--- config.mk ---
export PLATFORM = sky130hd
export DESIGN_NAME = id_ex_stage_flat
export DESIGN_NICKNAME = d
export VERILOG_FILES = /design/src/rtl/id_ex_stage_if.sv /design/src/rtl/id_ex_stage.sv /design/src/flat_wrapper.sv
export SDC_FILE = /design/constraint.sdc
export NUM_CORES = 1
export LEC_CHECK = 0
export CAP_MARGIN = 25
export CELL_PAD_IN_SITES_DETAIL_PLACEMENT = 2
export CELL_PAD_IN_SITES_GLOBAL_PLACEMENT = 2
export CORE_AREA = 5 5 258 260
export DETAILED_ROUTE_END_ITERATION = 10
export DIE_AREA = 0 0 263 265
export GPL_ROUTABILITY_DRIVEN = 1
export GPL_TIMING_DRIVEN = 0
export HOLD_SLACK_MARGIN = 0.03
export PLACE_DENSITY = 0.8
export RECOVER_POWER = 100
export SLEW_MARGIN = 20
export SYNTH_ARGS = -nofsm -noshare
export SYNTH_HDL_FRONTEND = slang
export SYNTH_SLANG_ARGS = --single-unit
--- constraint.sdc ---
create_clock -name Clk -period 4.6 [get_ports Clk]
set_input_delay 0.92 -clock Clk [delete_from_list [all_inputs] [get_ports Clk]]
set_output_delay 0.92 -clock Clk [all_outputs]
set_load 0.01 [all_outputs]
--- src/rtl/id_ex_stage_if.sv ---
// ID/EX stage bus: the decode-side inputs, the writeback snoop/bypass port,
// the stall/flush controls and the registered EX-stage copies.
interface id_ex_stage_if #(
  parameter int CTRL_W = 8,
  parameter int CNT_W  = 32
);
  logic              Valid_in;
  logic [63:0]       BusA_in;
  logic [63:0]       BusB_in;
  logic [4:0]        RA_in;
  logic [4:0]        RB_in;
  logic [4:0]        RW_in;
  logic [63:0]       Imm_in;
  logic [63:0]       PC_in;
  logic [CTRL_W-1:0] Ctrl_in;
  logic              MemRead_in;
  logic              RegWr_in;
  logic              WB_RegWr;
  logic [4:0]        WB_RW;
  logic [63:0]       WB_BusW;
  logic              Hold;
  logic              Flush;

  logic              LoadUse_stall;
  logic              Valid_out;
  logic [63:0]       BusA_out;
  logic [63:0]       BusB_out;
  logic [4:0]        RA_out;
  logic [4:0]        RB_out;
  logic [4:0]        RW_out;
  logic [63:0]       Imm_out;
  logic [63:0]       PC_out;
  logic [CTRL_W-1:0] Ctrl_out;
  logic              MemRead_out;
  logic              RegWr_out;
  logic [CNT_W-1:0]  Bubble_cnt;

  // Decode/writeback side: drives the stage inputs, observes the EX copies.
  modport master (
    output Valid_in, BusA_in, BusB_in, RA_in, RB_in, RW_in, Imm_in, PC_in,
           Ctrl_in, MemRead_in, RegWr_in, WB_RegWr, WB_RW, WB_BusW, Hold, Flush,
    input  LoadUse_stall, Valid_out, BusA_out, BusB_out, RA_out, RB_out,
           RW_out, Imm_out, PC_out, Ctrl_out, MemRead_out, RegWr_out, Bubble_cnt
  );

  // The pipeline register itself.
  modport slave (
    input  Valid_in, BusA_in, BusB_in, RA_in, RB_in, RW_in, Imm_in, PC_in,
           Ctrl_in, MemRead_in, RegWr_in, WB_RegWr, WB_RW, WB_BusW, Hold, Flush,
    output LoadUse_stall, Valid_out, BusA_out, BusB_out, RA_out, RB_out,
           RW_out, Imm_out, PC_out, Ctrl_out, MemRead_out, RegWr_out, Bubble_cnt
  );
endinterface

--- src/rtl/id_ex_stage.sv ---
// ID/EX pipeline register: latches decoded operands, bypasses same-cycle
// writeback data, snoops writeback while held, and inserts/counts load-use
// bubbles. X31 is the zero register and never matches any compare.
module id_ex_stage #(
  parameter int CTRL_W = 8,
  parameter int CNT_W  = 32
) (
  input logic           Clk,
  input logic           Rst_n,
  id_ex_stage_if.slave  bus
);

  localparam logic [4:0] XZR = 5'd31;

  logic        wb_live;
  logic [63:0] op_a;
  logic [63:0] op_b;
  logic        stall;
  logic        snoop_a;
  logic        snoop_b;

  // Writeback bypass for the decode operands and load-use hazard detection.
  always_comb begin
    wb_live = bus.WB_RegWr && (bus.WB_RW != XZR);
    op_a    = (wb_live && (bus.WB_RW == bus.RA_in)) ? bus.WB_BusW : bus.BusA_in;
    op_b    = (wb_live && (bus.WB_RW == bus.RB_in)) ? bus.WB_BusW : bus.BusB_in;
    snoop_a = wb_live && (bus.WB_RW == bus.RA_out);
    snoop_b = wb_live && (bus.WB_RW == bus.RB_out);
    stall   = bus.Valid_in && bus.Valid_out && bus.MemRead_out &&
              (bus.RW_out != XZR) &&
              ((bus.RW_out == bus.RA_in) || (bus.RW_out == bus.RB_in)) &&
              !bus.Flush && !bus.Hold;
  end

  assign bus.LoadUse_stall = stall;

  // Pipeline register: flush > hold (with snoop) > load-use bubble > load.
  always_ff @(posedge Clk or negedge Rst_n) begin
    if (!Rst_n) begin
      bus.Valid_out   <= 1'b0;
      bus.BusA_out    <= '0;
      bus.BusB_out    <= '0;
      bus.RA_out      <= '0;
      bus.RB_out      <= '0;
      bus.RW_out      <= '0;
      bus.Imm_out     <= '0;
      bus.PC_out      <= '0;
      bus.Ctrl_out    <= '0;
      bus.MemRead_out <= 1'b0;
      bus.RegWr_out   <= 1'b0;
    end else if (bus.Flush || (!bus.Hold && stall)) begin
      bus.Valid_out   <= 1'b0;
      bus.BusA_out    <= '0;
      bus.BusB_out    <= '0;
      bus.RA_out      <= '0;
      bus.RB_out      <= '0;
      bus.RW_out      <= '0;
      bus.Imm_out     <= '0;
      bus.PC_out      <= '0;
      bus.Ctrl_out    <= '0;
      bus.MemRead_out <= 1'b0;
      bus.RegWr_out   <= 1'b0;
    end else if (bus.Hold) begin
      if (snoop_a) bus.BusA_out <= bus.WB_BusW;
      if (snoop_b) bus.BusB_out <= bus.WB_BusW;
    end else begin
      bus.Valid_out   <= bus.Valid_in;
      bus.BusA_out    <= op_a;
      bus.BusB_out    <= op_b;
      bus.RA_out      <= bus.RA_in;
      bus.RB_out      <= bus.RB_in;
      bus.RW_out      <= bus.RW_in;
      bus.Imm_out     <= bus.Imm_in;
      bus.PC_out      <= bus.PC_in;
      bus.Ctrl_out    <= bus.Ctrl_in;
      bus.MemRead_out <= bus.Valid_in && bus.MemRead_in;
      bus.RegWr_out   <= bus.Valid_in && bus.RegWr_in;
    end
  end

  // Saturating count of load-use bubbles actually inserted.
  always_ff @(posedge Clk or negedge Rst_n) begin
    if (!Rst_n) begin
      bus.Bubble_cnt <= '0;
    end else if (!bus.Flush && !bus.Hold && stall && (bus.Bubble_cnt != '1)) begin
      bus.Bubble_cnt <= bus.Bubble_cnt + CNT_W'(1);
    end
  end

endmodule

--- src/flat_wrapper.sv ---
// flat-port wrapper written by rule: the top's interface ports become plain ports
module id_ex_stage_flat 
#(
  parameter int CTRL_W = 8,
  parameter int CNT_W  = 32
)
  (Clk, Rst_n, bus_Valid_in, bus_BusA_in, bus_BusB_in, bus_RA_in, bus_RB_in, bus_RW_in, bus_Imm_in, bus_PC_in, bus_Ctrl_in, bus_MemRead_in, bus_RegWr_in, bus_WB_RegWr, bus_WB_RW, bus_WB_BusW, bus_Hold, bus_Flush, bus_LoadUse_stall, bus_Valid_out, bus_BusA_out, bus_BusB_out, bus_RA_out, bus_RB_out, bus_RW_out, bus_Imm_out, bus_PC_out, bus_Ctrl_out, bus_MemRead_out, bus_RegWr_out, bus_Bubble_cnt);
  id_ex_stage_if #(.CTRL_W(CTRL_W), .CNT_W(CNT_W)) bus_i ();
  input logic Clk;
  input logic Rst_n;
  input wire logic [$bits(bus_i.Valid_in)-1:0] bus_Valid_in;
  input wire logic [$bits(bus_i.BusA_in)-1:0] bus_BusA_in;
  input wire logic [$bits(bus_i.BusB_in)-1:0] bus_BusB_in;
  input wire logic [$bits(bus_i.RA_in)-1:0] bus_RA_in;
  input wire logic [$bits(bus_i.RB_in)-1:0] bus_RB_in;
  input wire logic [$bits(bus_i.RW_in)-1:0] bus_RW_in;
  input wire logic [$bits(bus_i.Imm_in)-1:0] bus_Imm_in;
  input wire logic [$bits(bus_i.PC_in)-1:0] bus_PC_in;
  input wire logic [$bits(bus_i.Ctrl_in)-1:0] bus_Ctrl_in;
  input wire logic [$bits(bus_i.MemRead_in)-1:0] bus_MemRead_in;
  input wire logic [$bits(bus_i.RegWr_in)-1:0] bus_RegWr_in;
  input wire logic [$bits(bus_i.WB_RegWr)-1:0] bus_WB_RegWr;
  input wire logic [$bits(bus_i.WB_RW)-1:0] bus_WB_RW;
  input wire logic [$bits(bus_i.WB_BusW)-1:0] bus_WB_BusW;
  input wire logic [$bits(bus_i.Hold)-1:0] bus_Hold;
  input wire logic [$bits(bus_i.Flush)-1:0] bus_Flush;
  output wire logic [$bits(bus_i.LoadUse_stall)-1:0] bus_LoadUse_stall;
  output wire logic [$bits(bus_i.Valid_out)-1:0] bus_Valid_out;
  output wire logic [$bits(bus_i.BusA_out)-1:0] bus_BusA_out;
  output wire logic [$bits(bus_i.BusB_out)-1:0] bus_BusB_out;
  output wire logic [$bits(bus_i.RA_out)-1:0] bus_RA_out;
  output wire logic [$bits(bus_i.RB_out)-1:0] bus_RB_out;
  output wire logic [$bits(bus_i.RW_out)-1:0] bus_RW_out;
  output wire logic [$bits(bus_i.Imm_out)-1:0] bus_Imm_out;
  output wire logic [$bits(bus_i.PC_out)-1:0] bus_PC_out;
  output wire logic [$bits(bus_i.Ctrl_out)-1:0] bus_Ctrl_out;
  output wire logic [$bits(bus_i.MemRead_out)-1:0] bus_MemRead_out;
  output wire logic [$bits(bus_i.RegWr_out)-1:0] bus_RegWr_out;
  output wire logic [$bits(bus_i.Bubble_cnt)-1:0] bus_Bubble_cnt;
  assign bus_i.Valid_in = bus_Valid_in;
  assign bus_i.BusA_in = bus_BusA_in;
  assign bus_i.BusB_in = bus_BusB_in;
  assign bus_i.RA_in = bus_RA_in;
  assign bus_i.RB_in = bus_RB_in;
  assign bus_i.RW_in = bus_RW_in;
  assign bus_i.Imm_in = bus_Imm_in;
  assign bus_i.PC_in = bus_PC_in;
  assign bus_i.Ctrl_in = bus_Ctrl_in;
  assign bus_i.MemRead_in = bus_MemRead_in;
  assign bus_i.RegWr_in = bus_RegWr_in;
  assign bus_i.WB_RegWr = bus_WB_RegWr;
  assign bus_i.WB_RW = bus_WB_RW;
  assign bus_i.WB_BusW = bus_WB_BusW;
  assign bus_i.Hold = bus_Hold;
  assign bus_i.Flush = bus_Flush;
  assign bus_LoadUse_stall = bus_i.LoadUse_stall;
  assign bus_Valid_out = bus_i.Valid_out;
  assign bus_BusA_out = bus_i.BusA_out;
  assign bus_BusB_out = bus_i.BusB_out;
  assign bus_RA_out = bus_i.RA_out;
  assign bus_RB_out = bus_i.RB_out;
  assign bus_RW_out = bus_i.RW_out;
  assign bus_Imm_out = bus_i.Imm_out;
  assign bus_PC_out = bus_i.PC_out;
  assign bus_Ctrl_out = bus_i.Ctrl_out;
  assign bus_MemRead_out = bus_i.MemRead_out;
  assign bus_RegWr_out = bus_i.RegWr_out;
  assign bus_Bubble_cnt = bus_i.Bubble_cnt;
  id_ex_stage #(.CTRL_W(CTRL_W), .CNT_W(CNT_W)) u_core (.Clk(Clk), .Rst_n(Rst_n), .bus(bus_i));
endmodule
==> flow_metrics.env, run 1 <==
export IMPL_internal_power_w=0.005460
export IMPL_hold_class="reg -> reg"
export IMPL_worstRegToRegCells=8
export IMPL_synth_cells=1152
export IMPL_start_util_pct=21.49
export IMPL_postSynthAreaPerCell_sq_um=11.92
export IMPL_layout_commonest_cell="clkdlybuf4s50_1"
export IMPL_switchingPower_w=0.002034
export IMPL_port_buffers=665
export IMPL_pre_cts_slack_ns=0.009069
export IMPL_grt_use_met3_pct=8.121
export IMPL_insertion_delay_ns=0.57
export IMPL_yosys_warnings=0
export IMPL_viasPerCell=4.679
export IMPL_cts_setup_buffers=0
export IMPL_drive_above_1_share_pct=5.191
export IMPL_postLayoutCellArea_sq_um=22600
export IMPL_yosysSeqAreaShare_pct=57.23
export IMPL_drv_cap=1
export IMPL_core_sq_um=63880
export IMPL_die_h_microns=265
export IMPL_grt_pass1_wl_microns=106100
export IMPL_setup_viol=0
export IMPL_clockRootBuffer="clkbuf_16"
export IMPL_ctsHoldBuffers=0
export IMPL_hold_ws_ns=0.4747
export IMPL_ys_flop_type="dfrtp_1"
export IMPL_cts_tree="built"
export IMPL_n_fill_cell=6732
export IMPL_grt_usage_pct=19.97
export IMPL_p_leak_nw=10.17
export IMPL_fin_crit_ns=4.389
export IMPL_clkSlewWorstSetupHoldPaths_ns=0.06
export IMPL_worstSetupPathType="in -> out"
export IMPL_finalMaxSlewViolations=64
export IMPL_rsz0062_at_grt="no"
export IMPL_grt_max_degree=88
export IMPL_p_comb_share_pct=17.4
export IMPL_timing_rr_end="u_core.bus.BusA_out[21]"
export IMPL_grt_pass1_vias=15212
export IMPL_rows=93
export IMPL_layout_nets=2218
export IMPL_cts_buffers=40
export IMPL_period_share_pct=95.41
export IMPL_multi_input_area_sq_um=5155
export IMPL_vias=12863
export IMPL_synth_async_sr_flop_share_pct=100.0
export IMPL_seqCellArea_sq_um=7858
export IMPL_gr_total_overflow=0
export IMPL_violations="capacitance limit, slew limit"
export IMPL_antenna_found_initial=19
export IMPL_clk_path_buf_depth=3
export IMPL_ant_nets=0
export IMPL_dpl_cell_count=2675
export IMPL_reg2reg_slack_ns=1.26
export IMPL_synth_ff_latch_count=314
export IMPL_p_seq_share_pct=40.6
export IMPL_busiest_layer="met2"
export IMPL_endpoint="bus_LoadUse_stall"
export IMPL_place_congestion=0.8847
export IMPL_fp_dieArea_sq_um=69700
export IMPL_wirelength_microns=72300
export IMPL_startpoint_type="primary input"
export IMPL_slew_headroom_pct=-130.1
export IMPL_io_pins=671
export IMPL_outcome="finished, violations left"
export IMPL_clkPwrFrac_pct=41.9
export IMPL_drt_pass1_iterations=6
export IMPL_cts_repair_resized=0
export IMPL_dpl_cell_area_sq_um=21540
export IMPL_critPathLaunch="bus_Hold"
export IMPL_tightest_slew_ns=3.451
export IMPL_area_delta_synth_final_pct=64.57
export IMPL_arrival_ns=3.47
export IMPL_clock_sinks=314
export IMPL_mappedNetlistArea_sq_um=13730
export IMPL_hpwlAfterDp_microns=56080
export IMPL_ctsHtreeMaxLevel=2
export IMPL_worst_slack_ns=0.2112
export IMPL_p_per_area_nw_per_um2=331.6
export IMPL_path_max_fanout=13
export IMPL_final_cell_mix="clkdlybuf4s50_1, dlygate4sd3_1, dfrtp_1"
export IMPL_synth_nets=1509
export IMPL_vdd_ir_drop_worst_mv=0.2598
export IMPL_netSwitchingFraction_pct=27.14
export IMPL_max_freq_mhz=227.9
export IMPL_gr_usage_met2_pct=36.40
export IMPL_drt_iter0_drc=448
export IMPL_synth_edf_count=0
export IMPL_synth_distinct_cells=46
export IMPL_gr_usage_met1_pct=20.85
export IMPL_utilization_pct=35.37
export IMPL_die_w_microns=263
export IMPL_finClkSkew_ns=0.02583
export IMPL_wl_per_cell_microns=26.30
export IMPL_stdcell_count=2749
export IMPL_rr_startpoint="u_core.bus.MemRead_out"
export IMPL_crit_required_ns=3.68
export IMPL_endpoint_kind="output port"
export IMPL_drc=0
export IMPL_hold_viol=0
[layer usage]
layer / vias up / part of all wire (%)
li1: 5654 / -
met1: 6537 / 36
met2: 529 / 51
met3: 125 / 9.0
met4: 18 / 3.5
met5: - / 0.17
[layout make-up]
cell class              instances  area share (%)
flip-flops and latches        314           34.77
multi-input cells             720           22.81
plain buffers                 101           1.822
well taps                     855           4.734
diodes                          6         0.06645
clock buffers                  58           5.083
inverters                      16          0.2658
repair buffers                668           29.82
clock inverters                11          0.6202
[cells by family after synthesis]
| logic type | synth area share, % |
|---|---|
| buffers and inverters | 4.173 |
| adders and majority gates | 0.09111 |
| muxes | 9.413 |
| xor gates and xnor gates | 3.891 |
| DFF | 57.23 |
| and+or+nand+nor | 7.682 |
| AOI/OAI and AO/OA | 17.52 |
[sequential cells by signal, summed over array words and instances (netlist names), 5 cells and up]
name                   flops
u_core.bus.BusA_out       64
u_core.bus.RB_out          5
u_core.bus.Ctrl_out        8
u_core.bus.RA_out          5
u_core.bus.BusB_out       64
u_core.bus.Imm_out        64
u_core.bus.PC_out         64
u_core.bus.RW_out          5
u_core.bus.Bubble_cnt     32
[worst max-delay path, cell delays in order]
cell             delay (ns)
dlygate4sd3_1          0.56
nand4b_1               0.42
a211oi_2               0.43
nand2_4                0.16
inv_2                  0.27
clkdlybuf4s50_1        0.69
[worst min-delay path by stage]
| stage | startpoint | to | slack (ns) | depth (start not counted) |
|---|---|---|---|---|
| floorplan | u_core.bus.BusA_out[0] | u_core.bus.BusA_out[0] | 0.52 | 2 |
| detailed placement | u_core.bus.BusA_out[31] | u_core.bus.BusA_out[31] | 0.47 | 2 |
| global placement | u_core.bus.BusA_out[30] | u_core.bus.BusA_out[30] | 0.46 | 2 |
| global route | u_core.bus.BusA_out[3] | u_core.bus.BusA_out[3] | 0.51 | 2 |
| finish | u_core.bus.BusB_out[29] | u_core.bus.BusB_out[29] | 0.47 | 2 |
| CTS | Rst_n | u_core.bus.BusA_out[13] | 0.30 | 1 |
[power by group through the flow]
stage	sequential (W)	combinational, W	clock [W]
after floorplan	0.00316	0.000376	0
after global placement	0.00309	0.00137	0
after detailed placement	0.00310	0.00142	0
after CTS	0.00306	0.00144	0.00325
after global routing	0.00307	0.00140	0.00337
final	0.00305	0.00131	0.00314
[cell usage after synthesis, types with 2 or more instances]
cell,count,share of area (%)
xnor2_1,22,1.4
o21ai_0,8,0.29
nor3_1,15,0.55
nor2_1,19,0.52
nor4_1,6,0.27
nand2_1,154,4.2
a32o_1,141,10
buf_2,23,0.84
o41ai_1,10,0.64
a32oi_1,2,0.13
buf_6,12,0.98
buf_4,3,0.16
buf_1,3,0.082
and3_1,3,0.14
o21ai_1,80,2.9
mux2i_1,128,9.3
nand3_1,15,0.55
xor2_1,39,2.5
o21ai_2,40,2.6
clkbuf_1,61,1.7
nor2b_1,4,0.18
a31oi_1,2,0.091
dfrtp_1,314,57
a41oi_1,2,0.13
nand4_1,8,0.36
inv_1,15,0.41
or3_1,4,0.18
[metrics by stage]
stage	power, W	TNS, ns
floorplan	0.003538	0
global placement	0.004463	-3618.89
detailed placement	0.004523	0
CTS	0.007742	0
global route	0.007835	0
finish	0.007494	0
No activity file was read; power rests on OpenSTA's default activity.
==> run 2, diff against run 1 <==
--- a/config.mk
+++ b/config.mk
@@ -5,7 +5,6 @@
 export SDC_FILE = /design/constraint.sdc
 export NUM_CORES = 1
 export LEC_CHECK = 0
-export CAP_MARGIN = 25
 export CELL_PAD_IN_SITES_DETAIL_PLACEMENT = 2
 export CELL_PAD_IN_SITES_GLOBAL_PLACEMENT = 2
 export CORE_AREA = 5 5 258 260
==> results of run 2 <==
Final layout, timing and power as in run 1 (identical DEF).
==> run 3, diff against run 2 <==
--- a/config.mk
+++ b/config.mk
@@ -7,14 +7,16 @@
 export LEC_CHECK = 0
 export CELL_PAD_IN_SITES_DETAIL_PLACEMENT = 2
 export CELL_PAD_IN_SITES_GLOBAL_PLACEMENT = 2
-export CORE_AREA = 5 5 258 260
+export CORE_AREA = 5 5 260 262
 export DETAILED_ROUTE_END_ITERATION = 10
-export DIE_AREA = 0 0 263 265
+export DIE_AREA = 0 0 265 267
 export GPL_ROUTABILITY_DRIVEN = 1
 export GPL_TIMING_DRIVEN = 0
 export HOLD_SLACK_MARGIN = 0.03
-export PLACE_DENSITY = 0.8
+export MAX_ROUTING_LAYER = met4
+export PLACE_DENSITY = 0.79
 export RECOVER_POWER = 100
+export SETUP_SLACK_MARGIN = 0.4
 export SLEW_MARGIN = 20
 export SYNTH_ARGS = -nofsm -noshare
 export SYNTH_HDL_FRONTEND = slang
==> constraint.sdc (replaced) <==
create_clock -name Clk -period 4.16 [get_ports Clk]
set_input_delay 0.832 -clock Clk [delete_from_list [all_inputs] [get_ports Clk]]
set_output_delay 0.832 -clock Clk [all_outputs]
set_load 0.01 [all_outputs]
==> run 3 against run 2 <==
Critical endpoint unchanged. Flip-flop and latch count unchanged. Via count down 0.75%. Setup slack better by 0.23 ns. Largest power group is now sequential cells. Critical path depth up 2. Non-clock buffer count up 4. Total power up 9.1%. Core utilization down 0.58 points. The flow still finishes with violations (capacitance limit, slew limit). Clock power up 7.3%. Critical path type unchanged. Clock skew down 0.0029 ns. Die area up 1.5%. Hold slack worse by 0.00065 ns. Global-route usage down 0.47 points.
==> flow_metrics.env, run 3 (synthesized netlist as in run 1, its figures left out) <==
export IMPL_hold_ws_ns=0.4740
export IMPL_grt_usage_pct=19.50
export IMPL_worstRegToRegCells=7
export IMPL_layout_nets=2222
export IMPL_cts_buffers=40
export IMPL_fin_crit_ns=3.718
export IMPL_vias=12767
export IMPL_drt_iter0_drc=532
export IMPL_clock_sinks=314
export IMPL_port_buffers=665
export IMPL_violations="capacitance limit, slew limit"
export IMPL_fp_dieArea_sq_um=70760
export IMPL_layout_commonest_cell="clkdlybuf4s50_1"
export IMPL_vdd_ir_drop_worst_mv=0.2943
export IMPL_grt_pass1_vias=15063
export IMPL_stdcell_count=2771
export IMPL_start_util_pct=21.07
export IMPL_final_cell_mix="clkdlybuf4s50_1, dlygate4sd3_1, dfrtp_1"
export IMPL_drt_pass1_iterations=4
export IMPL_seqCellArea_sq_um=7858
export IMPL_dpl_cell_count=2684
export IMPL_slew_headroom_pct=-105.3
export IMPL_drive_above_1_share_pct=5.391
export IMPL_insertion_delay_ns=0.55
export IMPL_endpoint_kind="output port"
export IMPL_io_pins=671
export IMPL_grt_max_degree=97
export IMPL_period_share_pct=89.38
export IMPL_crit_chain="dlygate4sd3_1 -> nand4b_1 -> clkbuf_1 -> a211oi_2 -> nand2_4 -> inv_2 -> clkbuf_4 -> dlygate4sd2_1"
export IMPL_holdPathStages=2
export IMPL_crit_required_ns=3.33
export IMPL_worstSetupPathType="in -> out"
export IMPL_cp_top_family="buffers and inverters"
export IMPL_cp_slowest_cell="dlygate4sd3_1"
export IMPL_cp_depth=8
export IMPL_n_fill_cell=6924
export IMPL_crit_buf_inv=5
export IMPL_utilization_pct=34.79
export IMPL_grt_pass1_wl_microns=101500
export IMPL_place_congestion=0.9150
export IMPL_gr_total_overflow=0
export IMPL_cts_tree="built"
export IMPL_tightest_slew_ns=3.080
export IMPL_viasPerCell=4.607
export IMPL_hold_class="reg -> reg"
export IMPL_die_w_microns=265
export IMPL_drv_cap=1
export IMPL_core_sq_um=65160
export IMPL_hold_viol=0
export IMPL_die_h_microns=267
export IMPL_wirelength_microns=70200
export IMPL_multi_input_area_sq_um=5125
export IMPL_wl_per_cell_microns=25.33
export IMPL_outcome="finished, violations left"
export IMPL_startpoint_type="primary input"
export IMPL_ctsHtreeMaxLevel=2
export IMPL_hpwlAfterDp_microns=54860
export IMPL_clk_path_buf_depth=3
export IMPL_clockRootBuffer="clkbuf_16"
export IMPL_path_max_fanout=10
export IMPL_setup_viol=0
export IMPL_finClkSkew_ns=0.02292
export IMPL_antenna_found_initial=16
export IMPL_p_per_area_nw_per_um2=360.7
export IMPL_area_delta_synth_final_pct=65.10
export IMPL_rows=94
export IMPL_finalMaxSlewViolations=50
export IMPL_arrival_ns=2.89
export IMPL_clkSlewWorstSetupHoldPaths_ns=0.05
export IMPL_ctsHoldBuffers=0
export IMPL_drc=0
export IMPL_max_stage_delay_ns=0.55
export IMPL_rsz0062_at_grt="no"
export IMPL_ant_nets=0
export IMPL_p_leak_nw=10.21
export IMPL_max_freq_mhz=268.9
-- run 3: timing repair --
| item | CTS | global route |
|---|---|---|
| setup endpoints to repair | 1 | 0 |
| gates resized for setup | 3 | 0 |
| buffers inserted | 3 | 0 |
-- run 3: final cells by class --
cell class	instances	area share [%]
Sequential cell	314	34.66
Tap cell	864	4.769
Timing Repair Buffer	671	29.78
Buffer	102	2.241
Clock inverter	8	0.3974
Antenna cell	15	0.1656
Multi-Input combinational cell	720	22.61
Clock buffer	61	5.116
Inverter	16	0.2649
-- run 3: stage by stage --
step / TNS, ns / instance area (sq um) / setup WS, ns / total power [W]
after floorplan: 0 / 13730 / 1.512 / 0.003912
after global placement: -3733.45 / 21470 / -11.94 / 0.004939
after detailed placement: -0.2058 / 21560 / -0.2058 / 0.004999
after CTS: 0 / 22830 / 0.5813 / 0.008442
after global routing: 0 / 22670 / 0.2923 / 0.008535
final: 0 / 22670 / 0.4417 / 0.008177
-- run 3: routing by layer --
metal	part of all wire, %	global-route usage [%]
met5	0	-
met1	37	20.07
met4	2.2	4.993
met2	53	35.23
met3	8.3	7.255
-- run 3: where the power goes --
part | switching, W | total [W] | leakage, nW | internal, W
registers | 0.000121 | 0.00337 | 4.13 | 0.00325
clock network | 0.00138 | 0.00337 | 0.608 | 0.00198
logic | 0.000688 | 0.00144 | 5.47 | 0.000753
-- run 3: worst reg2reg max path, cell delays in order, from the launching register on --
cell and delay (ns):
dfrtp_1 0.40, ha_1 0.24, nand4_1 0.17, nor4_1 0.53, a31oi_1 0.29, nand2_1 0.32, clkbuf_1 0.51, mux2_2 0.40
-- run 3: path summary, 6_finish.rpt --
path | from | end | slack (ns)
max | bus_Hold | bus_LoadUse_stall | 0.44
min in group asynchronous | Rst_n | u_core.bus.BusA_out[29] | 1.30
min | u_core.bus.BusA_out[43] | u_core.bus.BusA_out[43] | 0.47
max reg2reg | u_core.bus.Bubble_cnt[0] | u_core.bus.Bubble_cnt[1] | 1.19
min reg2reg | u_core.bus.BusA_out[43] | u_core.bus.BusA_out[43] | 0.47
max in group asynchronous | Rst_n | u_core.bus.PC_out[32] | 0.84
